==> src/rtl/v_multiplexers_hold_reg.sv <==
// Registered N-channel mux with a hold register. Select codes that map to no channel re-issue the previous output.
// Latency is 1 cycle. I_READY = !O_VALID | O_READY. During a stall O is frozen and inputs are ignored.
module v_multiplexers_hold_reg #(
  parameter int             W         = 8,
  parameter int             NCH       = 3,
  parameter int             SW        = 2,
  parameter logic [W-1:0]   RESET_VAL = '0,
  parameter int             CW        = 8
) (
  input  logic              C,
  input  logic              CLR,
  input  logic [NCH*W-1:0]  DI,
  input  logic [SW-1:0]     S,
  input  logic              I_VALID,
  output logic              I_READY,
  output logic [W-1:0]      O,
  output logic              O_VALID,
  input  logic              O_READY,
  output logic              O_HOLD,
  output logic [CW-1:0]     MISS_CNT
);

  generate
    if ((1 << SW) < NCH) begin : g_sw_too_narrow
      $error("v_multiplexers_hold_reg: SW=%0d cannot address NCH=%0d channels", SW, NCH);
    end
  endgenerate

  localparam logic [SW:0] NCH_L = (SW+1)'(NCH);

  logic         accept;
  logic         mapped;
  logic [W-1:0] sel_dat;

  assign I_READY = !O_VALID || O_READY;
  assign accept  = I_VALID && I_READY;
  assign mapped  = {1'b0, S} < NCH_L;

  // Unmapped codes fall through to zero here, but the output register ignores this value for them.
  always_comb begin
    sel_dat = '0;
    for (int k = 0; k < NCH; k++) begin
      if (S == SW'(k)) sel_dat = DI[k*W +: W];
    end
  end

  always_ff @(posedge C or posedge CLR) begin
    if (CLR) begin
      O        <= RESET_VAL;
      O_VALID  <= 1'b0;
      O_HOLD   <= 1'b0;
      MISS_CNT <= '0;
    end else begin
      if (accept) begin
        O_VALID <= 1'b1;
        if (mapped) begin
          O      <= sel_dat;
          O_HOLD <= 1'b0;
        end else begin
          O_HOLD <= 1'b1;
          if (MISS_CNT != '1) MISS_CNT <= MISS_CNT + CW'(1);
        end
      end else if (O_READY) begin
        O_VALID <= 1'b0;
      end
    end
  end

endmodule

==> config.mk <==
export PLATFORM = sky130hd
export DESIGN_NAME = v_multiplexers_hold_reg
export DESIGN_NICKNAME = d
export VERILOG_FILES = /design/src/rtl/v_multiplexers_hold_reg.sv
export SDC_FILE = /design/constraint.sdc
export NUM_CORES = 1
export LEC_CHECK = 0
export ABC_AREA = 1
export CAP_MARGIN = 20
export CORE_MARGIN = 3
export CORE_UTILIZATION = 25
export CTS_CLUSTER_SIZE = 20
export DETAILED_ROUTE_END_ITERATION = 10
export PLACE_DENSITY_LB_ADDON = 0.2
export SETUP_SLACK_MARGIN = 0.1
export SKIP_LAST_GASP = 1
export SLEW_MARGIN = 0
export SYNTH_ARGS = -nofsm -noshare
export SYNTH_HDL_FRONTEND = slang
export SYNTH_SLANG_ARGS = --single-unit
==> constraint.sdc <==
create_clock -name C -period 1.4 [get_ports C]
set_input_delay 0.21 -clock C [delete_from_list [all_inputs] [get_ports C]]
set_output_delay 0.21 -clock C [all_outputs]
set_load 0.02 [all_outputs]
==> flow_metrics.env <==
export IMPL_drv_cap=0
export IMPL_synth_top_area_cell="sky130_fd_sc_hd__dfrtp_1"
export IMPL_cp_end_kind="output port"
export IMPL_avgSynthCellArea_um2=6.89
export IMPL_antenna_viol_nets_final=0
export IMPL_syn_nets=183
export IMPL_die_height_um=70.7
export IMPL_placed_cells=262
export IMPL_die_area_um2=5000
export IMPL_antenna_cells_inserted=0
export IMPL_h_tree_depth=1
export IMPL_synth_top_cells_by_area="sky130_fd_sc_hd__dfrtp_1, sky130_fd_sc_hd__nand2_1, sky130_fd_sc_hd__nand3_1"
export IMPL_die_w_um=70.7
export IMPL_gp_congestion=0.743
export IMPL_setup_viol=0
export IMPL_clock_path_buffers=2
export IMPL_final_design_area_no_fill_um2=1740
export IMPL_cp_top_family="flip-flops"
export IMPL_vdd_drop_max_uv=457
export IMPL_fill_cells=415
export IMPL_top_level_ports=49
export IMPL_drive_gt1_share_pct=17.4
export IMPL_crit_path_cell_trace="dlygate4sd2_1"
export IMPL_startpoint_type="flop"
export IMPL_synth_async_reset_ratio_pct=100
export IMPL_criticalPathCategory="flop to output port"
export IMPL_final_cell_count_no_fill=267
export IMPL_drt_first_iter_violations=34
export IMPL_area_of_the_multi_input_gates_um2=573
export IMPL_final_min_period_over_clock_period_pct=90.1
export IMPL_synth_top_area_share_pct=43.0
export IMPL_synthTopCellsByCount="sky130_fd_sc_hd__nand2_1, sky130_fd_sc_hd__dfrtp_1, sky130_fd_sc_hd__inv_1"
export IMPL_post_synth_top_count_cell="sky130_fd_sc_hd__nand2_1"
export IMPL_critPathArrivalTime_ns=1.05
export IMPL_synth_enable_flop_cells=0
export IMPL_worst_hold_path_type="input port to asynchronous set/reset pin"
export IMPL_vias_per_cell=4.12
export IMPL_clock_tree_root_cell="sky130_fd_sc_hd__clkbuf_8"
export IMPL_grt_use_total_pct=12.2
export IMPL_layout_area_seq_um2=453
export IMPL_first_global_vias=1066
export IMPL_worst_hold_slack_ns=0.181
export IMPL_clk_sinks=18
export IMPL_finalSetupTns_ns=0
export IMPL_initial_utilization_pct=27.2
export IMPL_yosysUniqueCellTypes=15
export IMPL_numPortBuffers=48
export IMPL_tritoncts="done"
export IMPL_fp_coreArea_um2=3850
export IMPL_p_per_area_nw_per_um2=997
export IMPL_yosysSeqAreaShare_pct=43.0
export IMPL_area_growth_pct=66.5
export IMPL_mapped_cells=152
export IMPL_numCtsBuffers=3
export IMPL_max_slew_margin_pct=79.1
export IMPL_placement_rows=22
export IMPL_antenna_found_initial=0
export IMPL_unrepaired_setup_endpoints_after_global_routing="yes"
export IMPL_finalHoldViolCount=0
export IMPL_grt_max_degree=11
export IMPL_routed_wire_length_per_instance_um=10.6
export IMPL_actual_transition_at_the_worst_max_transition_pin_ns=0.313
export IMPL_drcViolationCount=0
export IMPL_detailed_place_hpwl_mm=2.31
export IMPL_synth_warnings=0
export IMPL_wirelength_mm=2.82
export IMPL_drtPass1Iterations=4
export IMPL_min_period_ns=1.26
export IMPL_crit_fanout=6
export IMPL_most_common_flop_cell_mapped_by_yosys="sky130_fd_sc_hd__dfrtp_1"
export IMPL_fin_worst_skew_ns=0.00544
export IMPL_mappedNetlistArea_um2=1050
export IMPL_cell_area_reported_after_detailed_placement_um2=1700
export IMPL_globalRouteOverflowTotal=0
export IMPL_post_route_util_pct=45.3
export IMPL_num_nets_final=251
export IMPL_status="finished clean"
export IMPL_bufs_and_invs_on_worst_path=1
export IMPL_clock_latency_of_the_later_clocked_register_in_the_worst_skew_pair_ns=0.26
export IMPL_post_cts_hold_buffer_count=0
export IMPL_worst_ep_required_time_ns=1.19
export IMPL_timing_critical_path_slowest_stage_cell="sky130_fd_sc_hd__dfrtp_1"
export IMPL_ff2ff_setup_slack_ns=0.20
export IMPL_clk_pin_slew_ns=0.07
export IMPL_fmax_achieved_mhz=792
export IMPL_leakagePower_uw=0.000931
export IMPL_grt_pass1_wl_mm=4.92
export IMPL_cp_slowest_stage_delay_ns=0.44
export IMPL_synth_ff_latch_count=18
export IMPL_final_max_slew_violation_count=0
export IMPL_vias_after_detailed_routing=1099
## routing by layer
layer	GRT usage, %	share of wire, %	vias up
met5	0	0	-
met4	3.76	1.4	0
met3	2.70	2.7	4
met2	19.9	48	16
met1	16.1	48	485
li1	-	-	594
## kinds of logic (layout without fill, tap and decap cells)
logic type	count (synthesis)	after routing	share of synthesized area, %
simple gates	115	115	47.7
fa+ha+maj	1	1	1.19
compound gates	2	2	0.956
buf+inv	13	80	4.66
xor+xnor	3	3	2.51
flops	18	18	43.0
## sequential cells by signal (all words and copies together), names as in the netlist
| name | count |
|---|---|
| O_VALID | 1 |
| O | 8 |
| O_HOLD | 1 |
| MISS_CNT | 8 |
## metrics by stage
stage / power [uW] / setup WS [ns]
after floorplan: 1010 / 0.153
after global placement: 1390 / -0.155
after global routing: 1860 / 0.0922
final: 1740 / 0.138
after CTS: 1730 / 0.106
after detailed placement: 1400 / -0.154
## cells in the final DEF, fill, tap and decap left out, drive strengths merged
master	instances
clkbuf	6
xnor2	2
nor2	10
dfrtp	18
o21ai	2
ha	1
clkdlybuf4s50	28
buf	15
dlymetal6s2s	1
nand3	12
xor2	1
inv	13
nand2	93
dlygate4sd2	17
## what timing repair did
item	CTS	global route
endpoints found under the hold margin	0	0
gates resized for setup	21	8
setup buffers	0	1
endpoints found under the setup margin	20	18
pin swaps	1	1
## report_power, final
| group | switching (uW) | total, uW | internal [uW] |
|---|---|---|---|
| clock | 175 | 378 | 202 |
| sequential | 75.9 | 690 | 614 |
| combinational | 352 | 671 | 319 |
| total | 603 | 1740 | 1140 |
## final timing paths
path / from / to / cells after the start
setup reg to reg: MISS_CNT[0] / MISS_CNT[2] / 6
hold reg to reg: O_HOLD / O_HOLD / 2
hold / removal: CLR / MISS_CNT[2] / 2
max in group asynchronous: CLR / O[7] / 3
setup / recovery: MISS_CNT[5] / MISS_CNT[5] / 1
min in group C: S[0] / O_HOLD / 5
## area by class of cell
class / instances / share of cell area (%)
multi-input cells: 121 / 32.9
inverters: 13 / 2.80
repair buffers: 63 / 32.4
flip-flops and latches: 18 / 26.0
well taps: 48 / 3.44
clock buffers: 4 / 2.58
Note: power is estimated with default switching activity, not from simulation.
